`src/rtl/music_seq_pkg.sv`:
```
// Shared types and constants for the music sequencer: FSM states, ROM entry
// layout and tempo encodings.
package music_seq_pkg;

  typedef enum logic [2:0] {
    ST_IDLE,
    ST_FETCH,
    ST_LOAD,
    ST_PLAY,
    ST_GAP,
    ST_PAUSED,
    ST_DONE
  } seq_state_t;

  localparam int BEATS_W          = 4;
  localparam int DEFAULT_PERIOD_W = 24;
  localparam logic [BEATS_W-1:0] END_BEATS = '0;

  localparam logic [1:0] TEMPO_SLOW    = 2'b00;
  localparam logic [1:0] TEMPO_NORMAL  = 2'b01;
  localparam logic [1:0] TEMPO_FAST    = 2'b10;
  localparam logic [1:0] TEMPO_FASTEST = 2'b11;

  function automatic int entry_width(input int period_w);
    return period_w + BEATS_W;
  endfunction

endpackage

```
`src/rtl/music_rom.sv`:
```
// Note ROM of {period, beats} entries with a registered (1-cycle) read.
// TEST_SONG selects a short phrase instead of the production song.
module music_rom
  import music_seq_pkg::*;
#(
  parameter int ROM_DEPTH = 32,
  parameter int PERIOD_W  = DEFAULT_PERIOD_W,
  parameter bit TEST_SONG = 1'b0,
  localparam int ADDR_W   = $clog2(ROM_DEPTH),
  localparam int ENTRY_W  = entry_width(PERIOD_W)
) (
  input  logic               clk,
  input  logic [ADDR_W-1:0]  addr,
  output logic [ENTRY_W-1:0] data
);

  logic [ENTRY_W-1:0] word;

  function automatic logic [ENTRY_W-1:0] entry(input int period, input int beats);
    return {PERIOD_W'(period), BEATS_W'(beats)};
  endfunction

  // Unlisted addresses decode to zero, i.e. the end-of-song marker.
  always_comb begin
    word = '0;
    if (TEST_SONG) begin
      case (addr)
        ADDR_W'(0): word = entry(100, 1);
        ADDR_W'(1): word = entry(0, 2);
        ADDR_W'(2): word = entry(200, 1);
        default:    word = '0;
      endcase
    end else begin
      case (addr)
        ADDR_W'(0):  word = entry(63073, 1);  // C4
        ADDR_W'(1):  word = entry(63073, 1);
        ADDR_W'(2):  word = entry(42092, 1);  // G4
        ADDR_W'(3):  word = entry(42092, 1);
        ADDR_W'(4):  word = entry(37500, 1);  // A4
        ADDR_W'(5):  word = entry(37500, 1);
        ADDR_W'(6):  word = entry(42092, 2);
        ADDR_W'(7):  word = entry(47250, 1);  // F4
        ADDR_W'(8):  word = entry(47250, 1);
        ADDR_W'(9):  word = entry(50060, 1);  // E4
        ADDR_W'(10): word = entry(50060, 1);
        ADDR_W'(11): word = entry(56180, 1);  // D4
        ADDR_W'(12): word = entry(56180, 1);
        ADDR_W'(13): word = entry(63073, 2);
        ADDR_W'(14): word = entry(0, 2);      // closing rest
        default:     word = '0;
      endcase
    end
  end

  always_ff @(posedge clk) begin
    data <= word;
  end

endmodule

```
`src/rtl/music_sequencer.sv`:
```
// Steps through the note ROM and drives the tone generator's period/enable.
// Define MUSIC_SEQ_GAP_EN for a silent gap between notes (staccato); otherwise legato.
module music_sequencer
  import music_seq_pkg::*;
#(
  parameter int BEAT_CYCLES = 8_250_000,
  parameter int GAP_CYCLES  = 330_000,
  parameter int ROM_DEPTH   = 32,
  parameter int PERIOD_W    = DEFAULT_PERIOD_W,
  parameter bit TEST_SONG   = 1'b0,
  localparam int ADDR_W     = $clog2(ROM_DEPTH)
) (
  input  logic                clk,
  input  logic                rst,
  input  logic                start,
  input  logic                pause,
  input  logic                stop,
  input  logic                loop_en,
  input  logic [1:0]          tempo,
  output logic [PERIOD_W-1:0] tone_period,
  output logic                tone_enable,
  output logic [ADDR_W-1:0]   note_index,
  output logic                busy,
  output logic                done
);

  localparam int ENTRY_W = entry_width(PERIOD_W);
  localparam int DUR_W   = $clog2(15 * 2 * BEAT_CYCLES);

  // The fastest tempo needs at least one cycle per beat, and a gap of at least one cycle.
  if (BEAT_CYCLES < 4 || GAP_CYCLES < 1) begin : g_bad_cfg
    $error("music_sequencer: BEAT_CYCLES must be >= 4 and GAP_CYCLES >= 1");
  end

  seq_state_t          state_reg, state_next, saved_reg, saved_next, step_state;
  logic [DUR_W-1:0]    dur_cnt_reg, dur_cnt_next, step_dur;
  logic [ADDR_W-1:0]   addr_reg, addr_next, step_addr;
  logic [PERIOD_W-1:0] period_reg, period_next, step_period;
  logic                enable_reg, enable_next, step_enable;
  logic [ENTRY_W-1:0]  rom_data;
  logic [PERIOD_W-1:0] rom_period;
  logic [BEATS_W-1:0]  rom_beats;
  logic [DUR_W-1:0]    beat_len, note_cycles;
`ifdef MUSIC_SEQ_GAP_EN
  localparam int GAP_W = $clog2(GAP_CYCLES + 1);
  logic [GAP_W-1:0]    gap_cnt_reg, gap_cnt_next, step_gap;
`endif

  music_rom #(
    .ROM_DEPTH (ROM_DEPTH),
    .PERIOD_W  (PERIOD_W),
    .TEST_SONG (TEST_SONG)
  ) u_rom (
    .clk  (clk),
    .addr (addr_reg),
    .data (rom_data)
  );

  assign rom_period = rom_data[ENTRY_W-1:BEATS_W];
  assign rom_beats  = rom_data[BEATS_W-1:0];

  always_comb begin
    case (tempo)
      TEMPO_SLOW:   beat_len = DUR_W'(2 * BEAT_CYCLES);
      TEMPO_NORMAL: beat_len = DUR_W'(BEAT_CYCLES);
      TEMPO_FAST:   beat_len = DUR_W'(BEAT_CYCLES / 2);
      default:      beat_len = DUR_W'(BEAT_CYCLES / 4);
    endcase
  end

  assign note_cycles = DUR_W'(rom_beats) * beat_len;

  // step_* is what the running state would do this edge; pause/stop/start then
  // decide whether that step is taken, deferred behind PAUSED, or overridden.
  always_comb begin
    step_state  = state_reg;
    step_dur    = dur_cnt_reg;
    step_addr   = addr_reg;
    step_period = period_reg;
    step_enable = enable_reg;
`ifdef MUSIC_SEQ_GAP_EN
    step_gap    = gap_cnt_reg;
`endif
    case (state_reg)
      ST_FETCH: step_state = ST_LOAD;
      ST_LOAD: begin
        if (rom_beats == END_BEATS) begin
          if (loop_en) begin
            step_addr  = '0;
            step_state = ST_FETCH;
          end else begin
            step_state = ST_DONE;
          end
        end else begin
          step_period = rom_period;
          step_enable = (rom_period != '0);
          step_dur    = note_cycles - 1'b1;
          step_state  = ST_PLAY;
        end
      end
      ST_PLAY: begin
        if (dur_cnt_reg == '0) begin
`ifdef MUSIC_SEQ_GAP_EN
          step_enable = 1'b0;
          step_gap    = GAP_W'(GAP_CYCLES - 1);
          step_state  = ST_GAP;
`else
          step_addr   = addr_reg + 1'b1;
          step_state  = ST_FETCH;
`endif
        end else begin
          step_dur = dur_cnt_reg - 1'b1;
        end
      end
`ifdef MUSIC_SEQ_GAP_EN
      ST_GAP: begin
        if (gap_cnt_reg == '0) begin
          step_addr  = addr_reg + 1'b1;
          step_state = ST_FETCH;
        end else begin
          step_gap = gap_cnt_reg - 1'b1;
        end
      end
`endif
      default: ;
    endcase

    state_next   = state_reg;
    saved_next   = saved_reg;
    dur_cnt_next = dur_cnt_reg;
    addr_next    = addr_reg;
    period_next  = period_reg;
    enable_next  = enable_reg;
`ifdef MUSIC_SEQ_GAP_EN
    gap_cnt_next = gap_cnt_reg;
`endif
    if (state_reg == ST_DONE) begin
      state_next  = ST_IDLE;
      period_next = '0;
    end else if (state_reg == ST_IDLE) begin
      if (start) begin
        addr_next  = '0;
        state_next = ST_FETCH;
      end
    end else if (stop) begin
      state_next  = ST_DONE;
      enable_next = 1'b0;
    end else if (state_reg == ST_PAUSED) begin
      if (pause) begin
        state_next  = saved_reg;
        enable_next = (saved_reg == ST_PLAY) && (period_reg != '0);
      end
    end else begin
      // The pulse cycle itself still counts, so a paused note keeps its full length.
      state_next   = step_state;
      dur_cnt_next = step_dur;
      addr_next    = step_addr;
      period_next  = step_period;
      enable_next  = step_enable;
`ifdef MUSIC_SEQ_GAP_EN
      gap_cnt_next = step_gap;
`endif
      if (step_state == ST_DONE) begin
        enable_next = 1'b0;
      end else if (pause) begin
        saved_next  = step_state;
        state_next  = ST_PAUSED;
        enable_next = 1'b0;
      end
    end
  end

  always_ff @(posedge clk or posedge rst) begin
    if (rst) begin
      state_reg   <= ST_IDLE;
      saved_reg   <= ST_IDLE;
      dur_cnt_reg <= '0;
      addr_reg    <= '0;
      period_reg  <= '0;
      enable_reg  <= 1'b0;
`ifdef MUSIC_SEQ_GAP_EN
      gap_cnt_reg <= '0;
`endif
    end else begin
      state_reg   <= state_next;
      saved_reg   <= saved_next;
      dur_cnt_reg <= dur_cnt_next;
      addr_reg    <= addr_next;
      period_reg  <= period_next;
      enable_reg  <= enable_next;
`ifdef MUSIC_SEQ_GAP_EN
      gap_cnt_reg <= gap_cnt_next;
`endif
    end
  end

  assign tone_period = period_reg;
  assign tone_enable = enable_reg;
  assign note_index  = addr_reg;
  assign busy        = (state_reg != ST_IDLE);
  assign done        = (state_reg == ST_DONE);

endmodule

```
`config.mk`:
```
export PLATFORM = sky130hd
export DESIGN_NAME = music_sequencer
export DESIGN_NICKNAME = d
export VERILOG_FILES = /design/src/rtl/music_seq_pkg.sv /design/src/rtl/music_rom.sv /design/src/rtl/music_sequencer.sv
export SDC_FILE = /design/constraint.sdc
export NUM_CORES = 1
export LEC_CHECK = 0
export CAP_MARGIN = 20
export CORE_MARGIN = 2
export CORE_UTILIZATION = 55
export CTS_BUF_LIST = sky130_fd_sc_hd__clkbuf_16
export CTS_CLUSTER_SIZE = 14
export DETAILED_ROUTE_END_ITERATION = 7
export PLACE_DENSITY = 0.74
export SLEW_MARGIN = 15
export SYNTH_ARGS = -nofsm -noshare
export SYNTH_HDL_FRONTEND = slang
export SYNTH_HIERARCHICAL = 1
export SYNTH_SLANG_ARGS = --single-unit
```
`constraint.sdc`:
```
create_clock -name clk -period 4.7 [get_ports clk]
set_input_delay 0.47 -clock clk [delete_from_list [all_inputs] [get_ports clk]]
set_output_delay 0.47 -clock clk [all_outputs]
set_load 0.05 [all_outputs]
```
==> out/qor.yml, run 1 <==
job:
  cap_violations: 0
timing:
  worst_slew_pin_slew_ns: 1.129
  hold_viol: 0
  drv_slew: 0
  period_share_pct: 94.97
  fmax_mhz: 224.0
  relSlewSlack_pct: 24.07
  setup_viol: 0
  timing.hold.ws_ns: 0.4865
  timing.final.crit_period_ns: 4.464
  fin_skew_ns: 0.006619
  tns_ns: 0
placed_design:
  place_hpwl_mm: 13.45
  post-place-cells: 1116
  place.gp.congestion: 0.8845
  port_buffers: 39
final_layout:
  syn_to_final_growth_pct: 14.84
  fill_cells: 1130
  layout.nets: 1068
  n_antenna_cell: 0
  largest_register_ffs: 28
  layout_commonest_cell: "inv_1"
  drive_gt1_share_pct: 8.891
  fin_cells: 1132
  final_cell_mix: "inv_1 (130), nand2_1 (70), ha_1 (69)"
worst_setup_path:
  critPathSlowestCell: "fa_1"
  r2r_cells: 15
  r2r-start: "u_rom/data[1]"
  regToRegSetupSlack_ns: 0.63
  path_delay_family: "adder cells"
  critical_path_depth: 18
  crit_path_max_incr_delay_ns: 0.55
  cp-start-kind: "primary input"
  crit_buf_inv: 4
  cp_data_required_time_ns: 4.90
  cp_max_fo: 4
  worstReg2RegEnd: "dur_cnt_reg[25]"
  cp.arrival_ns: 4.66
  cp_cell_sequence: "clkdlybuf4s50_1 > buf_4 > ha_1 > nand2_2 > nand2_1 > fa_1 > inv_1 > fa_1 > inv_1 > ha_1 > nor2b_1 > a311o_1 > o221ai_2 > a21oi_1 > o31a_1 > and4b_1 > nor4_2 > o21ai_0"
  crit_path_end_kind: "flop"
  critPathKind: "primary input to flop"
die:
  start_util_pct: 56.18
  die_width_um: 120.1
  dieArea_um2: 14420
  ios: 40
  core_region_area_um2: 13190
  die_height_um: 120.1
  rows: 42
min_path:
  whs_path_depth: 1
  min_to: "tone_period[2]"
  hp-class: "flop to flop"
  hp-start: "u_rom/data[6]"
global_routing:
  grt_pass1_wl_mm: 29.48
  grt_max_degree: 34
  antenna_found_initial: 0
  grt_usage_pct: 25.38
  overflow: 0
  first_global_vias: 5876
power:
  pwr_density_cell_nw_per_um2: 494.0
  vdd_drop_max_uv: 230.0
  p_leak_nw: 4.007
outcome:
  status: "finished clean"
synth:
  synth_flop_cell: "dfrtp_1"
  synth-xor-area-share_pct: 2.364
  ys_ff_latch: 81
  synth_top_area_share_pct: 21.61
  synth_top_family_by_area: "adder cells"
  syn_area_per_cell_um2: 8.327
  synthDistinctLibCells: 70
  synth_fa_ha_area_share_pct: 22.45
  yosysSeqAreaShare_pct: 26.20
  synth_compound_area_share_pct: 20.29
  synth-simple-area-share_pct: 18.00
  yosysTopAreaCell: "dfrtp_1"
  synth_edf_count: 0
  synthTopCellsByArea: "dfrtp_1 (22%), ha_1 (12%), fa_1 (11%)"
  synthCells: 890
  ys_warn_count: 24
  synthMuxAreaShare_pct: 1.114
  netlist_area_um2: 7411
  synthArstFlopShare_pct: 79.01
detailed_routing:
  postRouteAntennaNets: 0
  wl_mm: 17.58
  first_pass_iters: 6
  drc: 0
  via_per_inst: 5.696
  wire_per_inst_um: 15.53
  drt_iter0_markers: 563
  via_count: 6448
clock_tree:
  cts_tree: "yes"
  htreeDepth: 3
  insertion_delay_ns: 0.34
  clock_sinks: 81
  clkTransAtPathRegs_ns: 0.06
  cts_root_buf: "clkbuf_16"
  clockBufferDepth: 2
  cts_buffers: 9
## synth_stat cells (7+ instances only)
| master | n |
|---|---|
| nand3_1 | 17 |
| xor2_1 | 8 |
| xnor2_1 | 12 |
| a21oi_1 | 66 |
| dfxtp_1 | 17 |
| a31oi_1 | 7 |
| a21o_1 | 8 |
| nor2_1 | 65 |
| buf_4 | 12 |
| nand2_1 | 72 |
| o21ai_0 | 66 |
| nand2b_1 | 28 |
| inv_1 | 130 |
| a22o_1 | 25 |
| ha_1 | 69 |
| nor3_1 | 16 |
| nor4_1 | 20 |
| dfrtp_1 | 64 |
| o22ai_1 | 10 |
| clkbuf_1 | 23 |
| fa_1 | 40 |
## area by class of cell
class | count | area, um2 | area share, %
multi-input cells | 646 | 4835 | 56.81
flip-flops and latches | 81 | 1942 | 22.82
repair buffers | 83 | 723.2 | 8.498
inverters | 130 | 488.0 | 5.734
clock buffers | 9 | 225.2 | 2.646
well taps | 176 | 220.2 | 2.587
clock inverters | 7 | 77.57 | 0.9115
## power breakdown
group          switching (W)  total, W  internal, W
combinational        0.00136   0.00233     0.000966
clock               0.000296  0.000712     0.000416
sequential          0.000256   0.00116     0.000907
## timing repair
action,4_1_cts,5_1_grt
endpoints found under the setup margin,0,4
hold buffers,0,0
buffers inserted,0,0
gates resized for setup,0,9
## worst reg2reg max path: stages, from the launching register on
cell	delay (ns)
dfxtp_1	0.39
inv_1	0.29
nor2_1	0.11
fa_1	0.48
inv_1	0.05
fa_1	0.53
inv_1	0.05
ha_1	0.30
nor2b_1	0.16
a311o_1	0.39
o221ai_2	0.19
a21oi_1	0.12
o31a_1	0.29
and4b_1	0.23
nor4_2	0.25
o21ai_0	0.11
## metrics by stage
step	setup WS, ns	total power (W)	util [%]	cell area, um2
floorplan	0.3650	0.002796	-	7445
global placement	-0.1345	0.003383	61.99	8177
detailed placement	-0.2672	0.003427	61.99	8177
CTS	0.09258	0.004156	64.29	8479
global route	-0.004710	0.004537	64.52	8511
finish	0.2364	0.004204	64.52	8511
## worst max-delay path by stage
stage | from | end | slack, ns
after global routing | tempo[0] | dur_cnt_reg[25] | -0.005
after global placement | tempo[1] | dur_cnt_reg[25] | -0.13
final | tempo[0] | dur_cnt_reg[25] | 0.24
after detailed placement | tempo[1] | dur_cnt_reg[25] | -0.27
after floorplan | tempo[0] | dur_cnt_reg[25] | 0.37
after CTS | tempo[1] | dur_cnt_reg[25] | 0.09
## kinds of logic (layout without fill, tap and decap cells)
kind of cell             Yosys count  after routing
AO/OA/AOI/OAI                    236            236
XOR/XNOR                          20             20
adder cells (fa/ha/maj)          109            109
buffers and inverters            172            229
flip-flops                        81             81
multiplexers                       8              8
other                              1             10
AND/OR/NAND/NOR                  263            263
## routing by layer
layer	part of all wire [%]	track usage [%]	vias to the layer above
met2	44	37.46	176
met4	0.77	5.368	0
met5	0	0	-
met3	5.4	4.230	18
li1	-	-	3170
met1	50	39.09	3084
Power figures use the tool's default switching activity.
==> run 2: changes to the inputs <==
--- a/config.mk
+++ b/config.mk
@@ -6,12 +6,13 @@
 export NUM_CORES = 1
 export LEC_CHECK = 0
 export CAP_MARGIN = 20
+export CORE_ASPECT_RATIO = 0.5
 export CORE_MARGIN = 2
 export CORE_UTILIZATION = 55
 export CTS_BUF_LIST = sky130_fd_sc_hd__clkbuf_16
 export CTS_CLUSTER_SIZE = 14
 export DETAILED_ROUTE_END_ITERATION = 7
-export PLACE_DENSITY = 0.74
+export PLACE_DENSITY = 0.76
 export SLEW_MARGIN = 15
 export SYNTH_ARGS = -nofsm -noshare
 export SYNTH_HDL_FRONTEND = slang
==> run 2 against run 1 <==
Compared with the run above:
- cell count fell by 0.35%
- highest routed layer unchanged
- sequential share of layout area barely moved
- clock power rose by 1%
- count of clock-buffer cells in the layout did not move
- worst setup slack got worse by 0.033 ns
==> out/qor.yml, run 2 (synthesized netlist as in run 1, its figures left out) <==
die:
  die_width_um: 168.2
  rows: 29
  dieArea_um2: 14480
  start_util_pct: 57.37
  ios: 40
  die_height_um: 86.08
  core_region_area_um2: 12920
detailed_routing:
  postRouteAntennaNets: 0
  first_pass_iters: 5
  via_per_inst: 5.775
  wire_per_inst_um: 15.55
  wl_mm: 17.54
  via_count: 6514
  drt_iter0_markers: 614
  drc: 0
power:
  p_leak_nw: 4.008
  finalPower_w: 0.004243
  pwr_density_cell_nw_per_um2: 497.9
  vdd_drop_max_uv: 227.2
clock_tree:
  cts_buffers: 9
  clkTransAtPathRegs_ns: 0.06
  insertion_delay_ns: 0.34
  cts_root_buf: "clkbuf_16"
  htreeDepth: 3
  clock_sinks: 81
  hold_buffers: 0
  cts_tree: "yes"
  clockBufferDepth: 2
timing:
  fin_skew_ns: 0.004275
  period_share_pct: 95.68
  worst_slew_pin_slew_ns: 0.9464
  drv_slew: 0
  fmax_mhz: 222.4
  setup_viol: 0
  timing.final.crit_period_ns: 4.497
  tns_ns: 0
  hold_viol: 0
  relSlewSlack_pct: 36.76
global_routing:
  met1_usage_pct: 35.05
  met3_usage_pct: 3.969
  grt_usage_pct: 25.06
  first_global_vias: 6159
  grt_pass1_wl_mm: 29.65
  grt_max_degree: 65
  use_met2_pct: 41.81
  antenna_found_initial: 0
  overflow: 0
  busiest_layer: "met2"
final_layout:
  fin_cells: 1128
  seqCellArea_um2: 1942
  layout.nets: 1070
  drive_gt1_share_pct: 9.081
  multi_input_area_um2: 4840
  final_cell_mix: "inv_1 (129), nand2_1 (72), ha_1 (69)"
  syn_to_final_growth_pct: 15.01
  layout_commonest_cell: "inv_1"
  fill_cells: 1105
  n_antenna_cell: 0
  utilization_pct: 65.98
  fin_area_um2: 8523
  largest_register_ffs: 28
worst_setup_path:
  cp.arrival_ns: 4.72
  cpMostUsedCell: "nand2_1"
  critPathSlowestCell: "fa_1"
  worstReg2RegEnd: "dur_cnt_reg[25]"
  crit_path_max_incr_delay_ns: 0.54
  r2r-start: "u_rom/data[1]"
  crit_path_end_kind: "flop"
  critPathKind: "primary input to flop"
  r2r_cells: 18
  cp_max_fo: 6
  cp_cell_sequence: "clkdlybuf4s50_1 > buf_4 > ha_1 > nand2_1 > nand2_1 > fa_1 > inv_1 > fa_1 > inv_1 > ha_1 > buf_4 > nand2_1 > o21ai_1 > a21oi_1 > nand2_1 > a221o_1 > a21oi_2 > o21ai_0 > xnor2_1 > a221o_1"
  cp_data_required_time_ns: 4.93
  cp-start-kind: "primary input"
  regToRegSetupSlack_ns: 0.37
min_path:
  hp-start: "u_rom/data[13]"
  min_to: "tone_period[9]"
  whs_path_depth: 1
  hp-class: "flop to flop"
placed_design:
  post_dp_cell_area_um2: 8184
  port_buffers: 39
  place_hpwl_mm: 13.38
  place.gp.congestion: 0.9081
  post-place-cells: 1112
outcome:
  status: "finished clean"
job:
  cap_violations: 0
==> run 2: repair_timing <==
| item | 4_1_cts | 5_1_grt |
|---|---|---|
| buffers inserted | 0 | 0 |
| resized for setup | 1 | 8 |
| endpoints found under the hold margin | 0 | 0 |
| pin swaps | 0 | 3 |
| setup endpoints to repair | 1 | 7 |
==> run 2: through the flow <==
stage               setup slack [ns]  hold WS [ns]
global placement             -0.2060        0.4658
global route               -0.001581        0.5056
floorplan                     0.3650        0.4566
finish                        0.2032        0.4925
detailed placement           -0.3686        0.4783
CTS                          0.03054        0.4907
==> run 2: layout make-up <==
cell class	count	area share, %
clock buffers	9	2.642
clock inverters	7	0.9102
inverters	130	5.725
multi-input cells	646	56.78
flip-flops and latches	81	22.78
well taps	170	2.496
repair buffers	85	8.661
==> run 2: where the power goes <==
group          switching, W  internal [W]
clock              0.000302      0.000417
combinational       0.00138      0.000986
sequential         0.000255      0.000907
total               0.00193       0.00231
==> run 2: worst max-delay path by stage <==
| stage | start | to | slack [ns] |
|---|---|---|---|
| floorplan | tempo[0] | dur_cnt_reg[25] | 0.37 |
| global placement | tempo[0] | dur_cnt_reg[25] | -0.21 |
| detailed placement | tempo[0] | dur_cnt_reg[25] | -0.37 |
| CTS | tempo[0] | dur_cnt_reg[25] | 0.03 |
| global route | tempo[1] | dur_cnt_reg[22] | -0.002 |
| finish | tempo[1] | dur_cnt_reg[22] | 0.20 |
==> run 2: routing by layer <==
metal	up-vias	part of all wire (%)
met5	-	0
met4	0	1.1
met3	22	4.6
met2	194	45
met1	3114	49
li1	3184	-
==> run 2: worst max-delay path, delay by kind of cell <==
kind,cells,cell delay (ns)
buffers and inverters,5,0.86
XOR/XNOR,1,0.14
AND/OR/NAND/NOR,4,0.38
AO/OA/AOI/OAI,6,1.29
adder cells (fa/ha/maj),4,1.58
==> run 3: changes to the inputs <==
--- a/config.mk
+++ b/config.mk
@@ -6,13 +6,16 @@
 export NUM_CORES = 1
 export LEC_CHECK = 0
 export CAP_MARGIN = 20
+export CELL_PAD_IN_SITES_DETAIL_PLACEMENT = 0
+export CELL_PAD_IN_SITES_GLOBAL_PLACEMENT = 1
 export CORE_ASPECT_RATIO = 0.5
 export CORE_MARGIN = 2
-export CORE_UTILIZATION = 55
+export CORE_UTILIZATION = 47
 export CTS_BUF_LIST = sky130_fd_sc_hd__clkbuf_16
 export CTS_CLUSTER_SIZE = 14
 export DETAILED_ROUTE_END_ITERATION = 7
-export PLACE_DENSITY = 0.76
+export PLACE_DENSITY = 0.84
+export RECOVER_POWER = 100
 export SLEW_MARGIN = 15
 export SYNTH_ARGS = -nofsm -noshare
 export SYNTH_HDL_FRONTEND = slang
==> run 3 against run 2 <==
Compared with the run above:
- fmax is 1.4% higher
- clock power is 9.4% higher
- the run now ends with max-capacitance violations, max-slew violations left
- critical endpoint is now dur_cnt_reg[24]
- combinational power is 2% lower
- count of clock-buffer cells in the layout stayed put
- global-route usage is 3.0 points lower
- worst setup slack better by 0.061 ns
==> out/qor.yml, run 3 (synthesized netlist as in run 1, its figures left out) <==
outcome:
  status: "finished, violations left"
  violations: "max-capacitance violations, max-slew violations"
power:
  p_int_w: 0.002325
  vdd_drop_max_uv: 227.3
  p_sw_share_pct: 45.40
  power_frac_comb_pct: 54.4
  pwr_density_cell_nw_per_um2: 499.0
  power.switching_w: 0.001933
  seq_power_share_pct: 27.1
  p_leak_nw: 4.064
  clockPowerShare_pct: 18.5
  finalPower_w: 0.004259
global_routing:
  overflow: 0
  antenna_found_initial: 0
  grt_usage_pct: 22.10
  grt_pass1_wl_mm: 30.47
  grt_max_degree: 44
  first_global_vias: 6114
clock_tree:
  htreeDepth: 3
  hold_buffers: 0
  clockBufferDepth: 2
  cts_tree: "yes"
  cts_root_buf: "clkbuf_16"
  clock_sinks: 81
  cts_buffers: 9
  clkTransAtPathRegs_ns: 0.07
  insertion_delay_ns: 0.34
worst_setup_path:
  crit_path_max_incr_delay_ns: 0.53
  cp_max_fo: 6
  critPathSlowestCell: "fa_1"
  critPathKind: "primary input to flop"
  crit_buf_inv: 5
  path_delay_family: "adder cells"
  cp.arrival_ns: 4.64
  cp_cell_sequence: "clkdlybuf4s50_1 > buf_4 > ha_1 > nand2_2 > nand2_1 > fa_1 > inv_1 > fa_1 > inv_1 > ha_1 > clkbuf_1 > nand2_1 > o21ai_1 > a21oi_1 > nand2_1 > a221o_1 > a21oi_2 > a21oi_1 > xnor2_1 > o221ai_1"
  crit_path_end_kind: "flop"
  cpMostUsedCell: "nand2_1"
  cp_data_required_time_ns: 4.91
  cp-start-kind: "primary input"
timing:
  timing.final.crit_period_ns: 4.436
  drv_slew: 44
  fin_skew_ns: 0.007415
  timing.hold.ws_ns: 0.4860
  fmax_mhz: 225.4
  worst_slew_pin_slew_ns: 1.638
  period_share_pct: 94.39
  setup_viol: 0
  relSlewSlack_pct: -9.346
  hold_viol: 0
final_layout:
  largest_register_ffs: 28
  n_antenna_cell: 0
  fin_area_um2: 8534
  layout.nets: 1069
  drive_gt1_share_pct: 7.837
  syn_to_final_growth_pct: 15.16
  final_cell_mix: "inv_1 (130), nand2_1 (70), ha_1 (68)"
  fill_cells: 1417
  layout_commonest_cell: "inv_1"
job:
  cap_violations: 1
die:
  rows: 32
  die_height_um: 92.79
  die_width_um: 181.6
  ios: 40
  start_util_pct: 48.08
  core_region_area_um2: 15410
  dieArea_um2: 16850
placed_design:
  port_buffers: 39
  place_hpwl_mm: 13.79
  post_dp_cell_area_um2: 8212
  place.gp.congestion: 0.8762
detailed_routing:
  postRouteAntennaNets: 0
  via_per_inst: 5.475
  wire_per_inst_um: 15.38
  drt_iter0_markers: 452
  via_count: 6357
  wl_mm: 17.86
  drc: 0
  first_pass_iters: 5
min_path:
  hp-class: "flop to flop"
[run 3: cell types whose count changed in the layout (fill, tap and decap cells not counted), sizes merged, moves of 10 or more]
| cell | delta |
|---|---|
| buf | -11 |
| dlygate4sd3 | +33 |
| clkdlybuf4s50 | -33 |
| clkbuf | +10 |
[run 3: stage by stage]
stage	instances	worst slack, ns	utilization (%)	setup TNS, ns
CTS	1160	0.04771	55.41	0
finish	1161	0.2639	55.37	0
global route	1161	-0.03690	55.37	-0.03690
global placement	1144	-0.2170	53.27	-1.127
detailed placement	1144	-0.3207	53.27	-1.801
floorplan	899	0.3650	-	0
[run 3: path summary, 6_finish.rpt]
kind	start	endpoint	slack, ns	depth (start not counted)
min in group asynchronous	rst	saved_reg[0]	1.08	2
worst max register to register	u_rom/data[1]	dur_cnt_reg[24]	0.51	16
worst min-delay path	u_rom/data[11]	tone_period[7]	0.49	1
worst min register to register	u_rom/data[11]	tone_period[7]	0.49	1
worst max-delay path	tempo[1]	dur_cnt_reg[24]	0.26	20
max in group asynchronous	rst	dur_cnt_reg[0]	1.76	3
[run 3: layer usage]
| layer | wire length [um] | GRT usage, % | vias to the layer above | share of wire [%] |
|---|---|---|---|---|
| li1 | - | - | 3186 | - |
| met1 | 9281 | 32.47 | 3009 | 52 |
| met2 | 7690 | 34.83 | 142 | 43 |
| met3 | 651 | 2.635 | 20 | 3.6 |
| met4 | 235 | 5.149 | 0 | 1.3 |
| met5 | 0 | 0 | - | 0 |
[run 3: final cells by class]
class	count	area, um2	share of cell area (%)
multi-input cells	646	4817	56.44
repair buffers	84	700.7	8.210
flip-flops and latches	81	1943	22.77
inverters	130	488.0	5.718
well taps	204	255.2	2.991
clock buffers	9	225.2	2.639
clock inverters	7	105.1	1.231
[run 3: repair_timing]
item / CTS / global route
setup buffers: 0 / 1
endpoints found under the setup margin: 0 / 9
resized for setup: 0 / 13
[run 3: power by group through the flow]
| stage | clock network, W | registers (W) | logic, W |
|---|---|---|---|
| global placement | 0 | 0.00116 | 0.00225 |
| detailed placement | 0 | 0.00116 | 0.00229 |
| CTS | 0.000804 | 0.00115 | 0.00230 |
| finish | 0.000788 | 0.00116 | 0.00231 |
| floorplan | 0 | 0.00132 | 0.00148 |
| global route | 0.000832 | 0.00119 | 0.00258 |
[run 3: worst reg2reg max path: cells and delay by family (launching register included)]
| kind | cells | cell delay, ns |
|---|---|---|
| adders and majority gates | 3 | 1.41 |
| xor gates and xnor gates | 1 | 0.29 |
| AOI/OAI and AO/OA | 7 | 1.28 |
| DFF | 1 | 0.42 |
| and+or+nand+nor | 2 | 0.23 |
| buffers and inverters | 3 | 0.43 |
